**src/rtl/jt51_op_seq_if.sv**
```systemverilog
// Stage-I control bundle between the slot sequencer and the FM operator pipeline.
// The master side drives the clock enable and the channel config writes. The
// slave side (the sequencer) returns the per-slot controls.
interface jt51_op_seq_if;
  logic       cen;
  logic       wr_en;
  logic [2:0] wr_ch;
  logic [2:0] wr_con;
  logic [2:0] wr_fb;
  logic [2:0] cur_ch_I;
  logic [1:0] cur_op_I;
  logic [2:0] con_I;
  logic [2:0] fb_I;
  logic       m1_enters;
  logic       c1_enters;
  logic       use_prevprev1;
  logic       use_prev2;
  logic       use_internal_x;
  logic       use_prev1;
  logic       use_internal_y;
  logic       zero;

  modport master (
    output cen, wr_en, wr_ch, wr_con, wr_fb,
    input  cur_ch_I, cur_op_I, con_I, fb_I, m1_enters, c1_enters,
           use_prevprev1, use_prev2, use_internal_x, use_prev1, use_internal_y, zero
  );

  modport slave (
    input  cen, wr_en, wr_ch, wr_con, wr_fb,
    output cur_ch_I, cur_op_I, con_I, fb_I, m1_enters, c1_enters,
           use_prevprev1, use_prev2, use_internal_x, use_prev1, use_internal_y, zero
  );
endinterface

```
**src/rtl/jt51_op_seq.sv**
```systemverilog
// Slot sequencer and modulation router for the 32-slot FM operator pipeline.
// It walks 8 channels x 4 operators (M1, M2, C1, C2). It also holds the
// per-channel algorithm/feedback table and registers the stage-I controls for
// the slot that becomes current on each cen edge.
module jt51_op_seq (
  input  logic           clk,
  input  logic           rst_n,
  jt51_op_seq_if.slave   bus
);

  logic [4:0] slot;
  logic [4:0] slot_nx;
  logic [2:0] ch_nx;
  logic [1:0] op_nx;
  logic [5:0] cfg [8];   // {con, fb} per channel
  logic [5:0] cfg_nx;
  logic [4:0] sel_nx;    // {prevprev1, prev2, internal_x, prev1, internal_y}

  // Modulation-source routing by operator and algorithm. At most one x select
  // and one y select is ever set.
  function automatic logic [4:0] route(input logic [1:0] op, input logic [2:0] con);
    logic [4:0] s;
    s = 5'b00000;
    case (op)
      2'd0: s = 5'b10010;                      // M1 self-feedback
      2'd1: case (con)
              3'd0, 3'd2: s = 5'b01000;
              3'd1:       s = 5'b01010;
              3'd5:       s = 5'b00010;
              default:    s = 5'b00000;
            endcase
      2'd2: case (con)
              3'd0, 3'd3, 3'd4, 3'd5, 3'd6: s = 5'b00100;
              default:                      s = 5'b00000;
            endcase
      default: case (con)
              3'd0, 3'd1, 3'd4: s = 5'b00100;
              3'd2:             s = 5'b00110;
              3'd3:             s = 5'b01001;
              3'd5:             s = 5'b00010;
              default:          s = 5'b00000;
            endcase
    endcase
    return s;
  endfunction

  // Decode the slot about to be presented. The table read sees the pre-write
  // value, so a same-edge write only takes effect on the next visit.
  always_comb begin
    slot_nx = slot + 5'd1;
    ch_nx   = slot_nx[2:0];
    op_nx   = slot_nx[4:3];
    cfg_nx  = cfg[ch_nx];
    sel_nx  = route(op_nx, cfg_nx[5:3]);
  end

  // Slot counter and registered stage-I outputs, advanced together on cen.
  always_ff @(posedge clk or negedge rst_n) begin
    if (!rst_n) begin
      slot               <= 5'd31;
      bus.cur_ch_I       <= 3'd0;
      bus.cur_op_I       <= 2'd0;
      bus.con_I          <= 3'd0;
      bus.fb_I           <= 3'd0;
      bus.m1_enters      <= 1'b0;
      bus.c1_enters      <= 1'b0;
      bus.use_prevprev1  <= 1'b0;
      bus.use_prev2      <= 1'b0;
      bus.use_internal_x <= 1'b0;
      bus.use_prev1      <= 1'b0;
      bus.use_internal_y <= 1'b0;
      bus.zero           <= 1'b0;
    end else if (bus.cen) begin
      slot               <= slot_nx;
      bus.cur_ch_I       <= ch_nx;
      bus.cur_op_I       <= op_nx;
      bus.con_I          <= cfg_nx[5:3];
      bus.fb_I           <= cfg_nx[2:0];
      bus.m1_enters      <= (op_nx == 2'd0);
      bus.c1_enters      <= (op_nx == 2'd2);
      bus.use_prevprev1  <= sel_nx[4];
      bus.use_prev2      <= sel_nx[3];
      bus.use_internal_x <= sel_nx[2];
      bus.use_prev1      <= sel_nx[1];
      bus.use_internal_y <= sel_nx[0];
      bus.zero           <= (slot_nx == 5'd0);
    end
  end

  // Channel config table, writable on any clock regardless of cen.
  always_ff @(posedge clk or negedge rst_n) begin
    if (!rst_n) begin
      for (int i = 0; i < 8; i++) cfg[i] <= 6'd0;
    end else if (bus.wr_en) begin
      cfg[bus.wr_ch] <= {bus.wr_con, bus.wr_fb};
    end
  end

endmodule

```
**src/flat_wrapper.sv**
```systemverilog
// flat-port wrapper written by rule: the top's interface ports become plain ports
module jt51_op_seq_flat 
  (clk, rst_n, bus_cen, bus_wr_en, bus_wr_ch, bus_wr_con, bus_wr_fb, bus_cur_ch_I, bus_cur_op_I, bus_con_I, bus_fb_I, bus_m1_enters, bus_c1_enters, bus_use_prevprev1, bus_use_prev2, bus_use_internal_x, bus_use_prev1, bus_use_internal_y, bus_zero);
  jt51_op_seq_if bus_i ();
  input  logic clk;
  input  logic rst_n;
  input wire logic [$bits(bus_i.cen)-1:0] bus_cen;
  input wire logic [$bits(bus_i.wr_en)-1:0] bus_wr_en;
  input wire logic [$bits(bus_i.wr_ch)-1:0] bus_wr_ch;
  input wire logic [$bits(bus_i.wr_con)-1:0] bus_wr_con;
  input wire logic [$bits(bus_i.wr_fb)-1:0] bus_wr_fb;
  output wire logic [$bits(bus_i.cur_ch_I)-1:0] bus_cur_ch_I;
  output wire logic [$bits(bus_i.cur_op_I)-1:0] bus_cur_op_I;
  output wire logic [$bits(bus_i.con_I)-1:0] bus_con_I;
  output wire logic [$bits(bus_i.fb_I)-1:0] bus_fb_I;
  output wire logic [$bits(bus_i.m1_enters)-1:0] bus_m1_enters;
  output wire logic [$bits(bus_i.c1_enters)-1:0] bus_c1_enters;
  output wire logic [$bits(bus_i.use_prevprev1)-1:0] bus_use_prevprev1;
  output wire logic [$bits(bus_i.use_prev2)-1:0] bus_use_prev2;
  output wire logic [$bits(bus_i.use_internal_x)-1:0] bus_use_internal_x;
  output wire logic [$bits(bus_i.use_prev1)-1:0] bus_use_prev1;
  output wire logic [$bits(bus_i.use_internal_y)-1:0] bus_use_internal_y;
  output wire logic [$bits(bus_i.zero)-1:0] bus_zero;
  assign bus_i.cen = bus_cen;
  assign bus_i.wr_en = bus_wr_en;
  assign bus_i.wr_ch = bus_wr_ch;
  assign bus_i.wr_con = bus_wr_con;
  assign bus_i.wr_fb = bus_wr_fb;
  assign bus_cur_ch_I = bus_i.cur_ch_I;
  assign bus_cur_op_I = bus_i.cur_op_I;
  assign bus_con_I = bus_i.con_I;
  assign bus_fb_I = bus_i.fb_I;
  assign bus_m1_enters = bus_i.m1_enters;
  assign bus_c1_enters = bus_i.c1_enters;
  assign bus_use_prevprev1 = bus_i.use_prevprev1;
  assign bus_use_prev2 = bus_i.use_prev2;
  assign bus_use_internal_x = bus_i.use_internal_x;
  assign bus_use_prev1 = bus_i.use_prev1;
  assign bus_use_internal_y = bus_i.use_internal_y;
  assign bus_zero = bus_i.zero;
  jt51_op_seq u_core (.clk(clk), .rst_n(rst_n), .bus(bus_i));
endmodule
```
**config.mk**
```make
export PLATFORM = sky130hd
export DESIGN_NAME = jt51_op_seq_flat
export DESIGN_NICKNAME = d
export VERILOG_FILES = /design/src/rtl/jt51_op_seq_if.sv /design/src/rtl/jt51_op_seq.sv /design/src/flat_wrapper.sv
export SDC_FILE = /design/constraint.sdc
export NUM_CORES = 1
export LEC_CHECK = 0
export BUFFER_PORTS_ARGS = -buffer_cell sky130_fd_sc_hd__buf_2
export CAP_MARGIN = 5
export CORE_ASPECT_RATIO = 1.25
export CORE_MARGIN = 1
export CORE_UTILIZATION = 35
export CTS_BUF_LIST = sky130_fd_sc_hd__clkbuf_8 sky130_fd_sc_hd__clkbuf_16
export DETAILED_ROUTE_END_ITERATION = 10
export MAX_ROUTING_LAYER = met4
export PLACE_DENSITY = 0.62
export SLEW_MARGIN = 20
export SYNTH_ARGS = -nofsm -noshare
export SYNTH_HDL_FRONTEND = slang
export SYNTH_SLANG_ARGS = --single-unit
```
**constraint.sdc**
```tcl
create_clock -name clk -period 2.6 [get_ports clk]
set_input_delay 0.52 -clock clk [delete_from_list [all_inputs] [get_ports clk]]
set_output_delay 0.52 -clock clk [all_outputs]
set_load 0.01 [all_outputs]
```
==> summary.txt, run 1 <==
leakage power total: 1.647 nW
Critical Path Source Type: flip-flop
data arrival time of the critical path: 2.74 ns
clock sinks: 71
Post-synth EDFFs: 0
Mapped Nets: 249
Post-synth ARST share: 100.0%
vias in the first global route: 1,933
Synth area leader: dfrtp_1
Final GP Congestion: 0.7576
Crit path required time: 2.88 ns
M1 wire length: 2969 um
fin cells: 400
post-synth top area share: 50.87%
Syn. warnings: 0
status: finished, final reports clean
Num CTS Buffers: 9
final antenna-violating net count: 0
Pwr Density: 1183 nW/um2
ys flop type: dfrtp_1
critical setup path kind: flip-flop to flip-flop
TNS Setup: 0 ns
Yosys reg bits: 71
CP max FO: 14
Peak VDD IR: 0.0003182 V
Syn-to-layout area delta: 16.65%
Mean Syn Cell Area: 13.88 um2
starting density of the core: 36.71%
first-pass GRT wire length: 10,250 um
Critical R2R Launch: u_core.slot[0]$_DFFE_PN1P_
GRT Total Usage: 15.47%
I/O Buffers: 31
Hold WC Path Type: input pin to asynchronous set/reset pin
max-cap viol count: 0
Top Ports: 32
root buf cell: clkbuf_8
sequential cell area fraction in the yosys report: 54.91%
Iteration-0 DRC Markers: 60
Die Ht: 109.7 um
Clock Tree Buf Depth: 2
RSZ-0062 raised after global routing: false
Final Setup Violations: 0
die area: 9668 um2
fillers: 855
post-cts resize count: 0
initial antenna violation count: 0
H-tree lvl count: 3
DRT Pass-1 Iters: 4
Vias/cell: 4.890
Cells after Synth: 234
CTS Hold Bufs: 0
DR vias: 1,956
grt ovf: 0
Post-Syn Area: 3247 um2
clk slew on worst S/H paths: 0.07 ns
measured slew at the worst slew-check pin: 0.6707 ns
relative slew slack: 55.28%
dpl cells: 385
WHS: 0.1188 ns
Post-CTS Setup Repair Bufs: 0
highest metal used: met4
largest net degree at the start of global routing: 32
DP HPWL: 4494 um
DR WL met2: 3021 um
synth unique cells: 36
DR WL met3: 284 um
# DRC: 0
n_diodes: 0
drt wl/cell: 15.99 um
minimum clock period: 2.460 ns
Worst Setup SP: u_core.slot[0]$_DFFE_PN1P_
Layout Skew: 0.005399 ns
Die Width: 88.15 um
DRT Wirelength: 6396 um
row cnt: 38
Peak Freq: 406.5 MHz
period utilisation layout: 94.62%
main area contributors after synthesis: dfrtp_1 (51%), mux2_2 (17%), mux4_2 (6.2%), mux2i_1 (4.9%), dfstp_2 (4.0%)
Core Box Area: 8843 um2
Worst-Skew Late Latency: 0.35 ns
final hold vios: 0
layout cells sized above 1: 43.57%
CTS tree: built
Max Slew Vio Count: 0
fin nets: 291
Critical Path Sink Type: flip-flop
flip-flops by register name, indices dropped and copies added, names as in the netlist:
name and cells:
u_core.bus.cur_op_I 2, u_core.bus.con_I 3, u_core.bus.fb_I 3, u_core.bus.use_prev2 1
u_core.bus.m1_enters 1, u_core.bus.zero 1, u_core.bus.use_internal_x 1, u_core.bus.c1_enters 1
u_core.cfg 48, u_core.bus.use_prev1 1, u_core.bus.use_internal_y 1, u_core.bus.cur_ch_I 3
u_core.slot 5
through the flow:
| step | area [um2] | setup slack, ns | power [mW] | utilization [%] |
|---|---|---|---|---|
| after floorplan | 3247 | 0.3141 | 3.140 | - |
| after global placement | 3590 | 0.2345 | 3.593 | 40.59 |
| after detailed placement | 3590 | 0.1425 | 3.655 | 40.59 |
| after CTS | 3787 | 0.1328 | 4.543 | 42.83 |
| after global routing | 3787 | 0.02202 | 4.801 | 42.83 |
| final | 3787 | 0.1398 | 4.479 | 42.83 |
layout make-up:
class / count / area (um2) / area share (%)
tap: 120 / 150.1 / 3.964
clock buffer: 11 / 151.4 / 3.997
multi-input combinational: 143 / 1373 / 36.24
clock inverter: 4 / 46.29 / 1.222
inverter: 9 / 33.78 / 0.8920
sequential: 71 / 1783 / 47.08
timing repair buffer: 42 / 250.2 / 6.607
where the power goes:
| part | switching (mW) | total [mW] | internal, mW |
|---|---|---|---|
| Sequential | 0.192 | 1.66 | 1.47 |
| Clock | 0.396 | 0.881 | 0.485 |
| Combinational | 0.942 | 1.94 | 0.996 |
| Total | 1.53 | 4.48 | 2.95 |
synth_stat cells (2+ instances only):
master	n
dfrtp_1	66
mux2_2	49
mux2i_1	16
nand2_1	10
inv_1	9
mux4_2	9
nor2_1	9
a21oi_1	6
dfstp_2	5
clkbuf_1	4
nand4b_1	4
o21a_1	4
o21ai_0	4
buf_1	3
nand3_1	3
xnor2_1	3
buf_4	2
ha_1	2
nand2b_1	2
nor2b_1	2
nor3_1	2
nor3b_1	2
o21ai_1	2
o22ai_1	2
xor2_1	2
xor2_4	2
worst paths after layout:
check	endpoint	slack (ns)	depth (start not counted)
worst max-delay path	u_core.bus.use_internal_x$_DFFE_PN0P_	0.14	6
max in group asynchronous	u_core.slot[1]$_DFFE_PN1P_	1.76	2
worst max register to register	u_core.bus.use_internal_x$_DFFE_PN0P_	0.14	6
min in group clk	u_core.bus.cur_op_I[0]$_DFFE_PN0P_	0.49	1
worst min register to register	u_core.bus.cur_op_I[0]$_DFFE_PN0P_	0.49	1
worst min-delay path	u_core.cfg[45]$_DFFE_PN0P_	0.12	1
cell usage in the layout, fill, tap and decap left out, types with 2 or more instances in the layout:
cell type and n:
nor2b_1 2, o21a_1 4, buf_2 31, mux2_2 49
ha_1 2, o22ai_1 2, xnor2_1 3, clkbuf_8 11
o21ai_1 2, dfstp_2 5, mux4_2 9, a21oi_1 6
nor3b_1 2, inv_1 10, mux2i_1 16, xor2_1 2
o21ai_0 4, xor2_4 2, dfrtp_1 66, nand2b_1 2
nor2_1 9, buf_4 10, nand2_1 10, nand4b_1 4
nand3_1 3, nor3_1 2
routing by layer:
| metal | track usage [%] | up-vias |
|---|---|---|
| met4 | 6.912 | 0 |
| met2 | 22.37 | 40 |
| met3 | 4.805 | 9 |
| met1 | 19.94 | 986 |
| met5 | - | - |
| li1 | - | 921 |
critical path: stages, from the launching register on:
cell,delay [ns]
dfstp_2,0.55
ha_1,0.58
mux2i_1,0.17
mux4_2,0.57
xnor2_1,0.16
o32a_1,0.28
o21ai_1,0.07
kinds of logic (layout without fill, tap and decap cells):
logic type / after synthesis / after routing / synth area share, %
AOI/OAI and AO/OA: 22 / 22 / 4.201
xor gates and xnor gates: 7 / 7 / 3.044
adders and majority gates: 2 / 2 / 0.7706
buffers and inverters: 20 / 66 / 2.813
DFF: 71 / 71 / 54.91
muxes: 74 / 74 / 28.17
and+or+nand+nor: 38 / 38 / 6.089
(Power assumes the default switching activity.)
==> inputs of run 2 (changes only) <==
Settings changed: ABC_AREA set to 1.
==> summary.txt, run 2 <==
CP max FO: 15
DR vias: 2,709
CTS tree: built
vias in the first global route: 2,667
ys flop type: dfrtp_1
fin nets: 458
power after layout: 4.212 mW
Final GP Congestion: 0.8699
measured slew at the worst slew-check pin: 0.6536 ns
final antenna-violating net count: 0
Peak VDD IR: 0.0002864 V
Syn. warnings: 0
dpl cells: 555
Vias/cell: 4.744
layout cells sized above 1: 14.51%
H-tree lvl count: 3
Final Setup Violations: 0
most common library cells after synthesis: nand2_1 (140), o21ai_0 (67), dfrtp_1 (66), inv_1 (41), nor2_1 (25)
Largest Register: u_core.cfg
final hold vios: 0
Top Ports: 32
Post-synth ARST share: 100.0%
fillers: 962
n_diodes: 0
Buf/Inv on CP: 2
Peak Freq: 474.3 MHz
Sw Share: 34.28%
synth unique cells: 24
Cells after Synth: 415
Final Cell Area: 3895 um2
Num CTS Buffers: 9
drt wl/cell: 12.88 um
die area: 9826 um2
Iteration-0 DRC Markers: 205
CP max stage cell: dfstp_2
Largest register FFs: 48
leakage power total: 1.992 nW
combinational power share: 31.2%
Core Box Area: 9174 um2
Worst-Skew Late Latency: 0.34 ns
post-cts resize count: 0
post-synth top area share: 50.04%
P_int: 2.768 mW
Max Slew Vio Count: 0
clock sinks: 71
pre-CTS WS: 0.5052 ns
largest net degree at the start of global routing: 44
Post-CTS Setup Repair Bufs: 0
commonest non-fill, non-tap cell in the layout: nand2_1
Yosys reg bits: 71
critical path's top delay family: simple AND/OR/NAND/NOR gates
DRT Wirelength: 7355 um
sequential share of power: 37.4%
Pwr Density: 1081 nW/um2
max-cap viol count: 0
status: finished, final reports clean
sequential cell area fraction in the yosys report: 54.02%
root buf cell: clkbuf_16
Crit path required time: 2.83 ns
critical path's most frequent cell: nand2_1
Mean Syn Cell Area: 7.953 um2
GRT Total Usage: 17.33%
I/O Buffers: 31
Net Sw Power: 1.444 mW
Synth area leader: dfrtp_1
critical-path cell list: ha_1, inv_2, nand3_1, nand2_1, nand2_1, nand2_2, nand2_2, nand3_1, nand2_1, clkinv_1, nand2_1, nand2_1, nand2_1
Post-synth EDFFs: 0
Hold WC Path Type: input pin to asynchronous set/reset pin
TNS Setup: 0 ns
Clk pwr share: 31.4%
critical setup path kind: flip-flop to flip-flop
relative slew slack: 56.43%
Critical Path Source Type: flip-flop
Clock Tree Buf Depth: 2
Die Width: 88.86 um
CTS Hold Bufs: 0
grt ovf: 0
Syn-to-layout area delta: 18.01%
Top Registers: u_core.cfg (48), u_core.slot (5)
Layout Skew: 0.007059 ns
Critical Path Sink Type: flip-flop
most frequent cells in the layout: nand2_1 (140), o21ai_0 (67), dfrtp_1 (66), inv_1 (43), buf_2 (31)
row cnt: 39
Die Ht: 110.6 um
DRT Pass-1 Iters: 4
Layout Utilization: 42.46%
DP HPWL: 5338 um
first-pass GRT wire length: 12,480 um
final worst-path setup slack: 0.4918 ns
Post-Syn Area: 3301 um2
data arrival time of the critical path: 2.33 ns
Mapped Nets: 430
Worst path max stage delay: 0.61 ns
cell area after placement: 3570 um2
WHS: 0.2144 ns
period utilisation layout: 81.09%
clk slew on worst S/H paths: 0.05 ns
fin cells: 571
initial antenna violation count: 0
main area contributors after synthesis: dfrtp_1 (50%), nand2_1 (16%), o21ai_0 (10%), inv_1 (4.7%), dfstp_2 (4.0%)
minimum clock period: 2.108 ns
RSZ-0062 raised after global routing: false
# DRC: 0
starting density of the core: 35.98%
count leader, synth: nand2_1
## run 2: power by group through the flow
stage | Sequential, mW | Combinational [mW] | Clock (mW)
after detailed placement | 1.59 | 1.32 | 0
after global placement | 1.58 | 1.29 | 0
final | 1.58 | 1.31 | 1.32
after CTS | 1.58 | 1.33 | 1.35
after floorplan | 1.61 | 0.926 | 0
after global routing | 1.62 | 1.52 | 1.39
## run 2: final cells by class
type / instances / area [um2] / area share (%)
Sequential cell: 71 / 1783 / 45.78
Multi-Input combinational cell: 279 / 1259 / 32.32
Clock buffer: 11 / 252.7 / 6.489
Timing Repair Buffer: 35 / 197.7 / 5.075
Inverter: 47 / 176.4 / 4.529
Tap cell: 123 / 153.9 / 3.951
Clock inverter: 5 / 72.57 / 1.863
## run 2: logic make-up (layout without fill, tap and decap cells)
kind of cell               Yosys count  count (layout)  synth area share, %
and+or+nand+nor                    195             195                23.69
AOI/OAI and AO/OA                   79              79                12.32
DFF                                 71              71                54.02
buffers and inverters               65              98                7.847
xor gates and xnor gates             3               3                1.365
adders and majority gates            2               2               0.7580
## run 2: metal layers
metal,track usage (%),wire [um],vias to the layer above
li1,-,-,1366
met1,20.19,3284,1261
met2,27.23,3575,69
met3,3.662,269,13
met4,9.892,227,0
met5,-,0,-
## run 2: worst paths after layout
| kind | start | end | slack [ns] | depth (start not counted) |
|---|---|---|---|---|
| min in group clk | bus_wr_con[0] | u_core.cfg[3]$_DFFE_PN0P_ | 0.41 | 3 |
| worst min-delay path | rst_n | u_core.bus.fb_I[2]$_DFFE_PN0P_ | 0.21 | 1 |
| worst max register to register | u_core.slot[0]$_DFFE_PN1P_ | u_core.bus.use_internal_x$_DFFE_PN0P_ | 0.49 | 13 |
| worst max-delay path | u_core.slot[0]$_DFFE_PN1P_ | u_core.bus.use_internal_x$_DFFE_PN0P_ | 0.49 | 13 |
| worst min register to register | u_core.bus.cur_op_I[1]$_DFFE_PN0P_ | u_core.bus.cur_op_I[1]$_DFFE_PN0P_ | 0.47 | 2 |
| max in group asynchronous | rst_n | u_core.cfg[9]$_DFFE_PN0P_ | 1.74 | 2 |
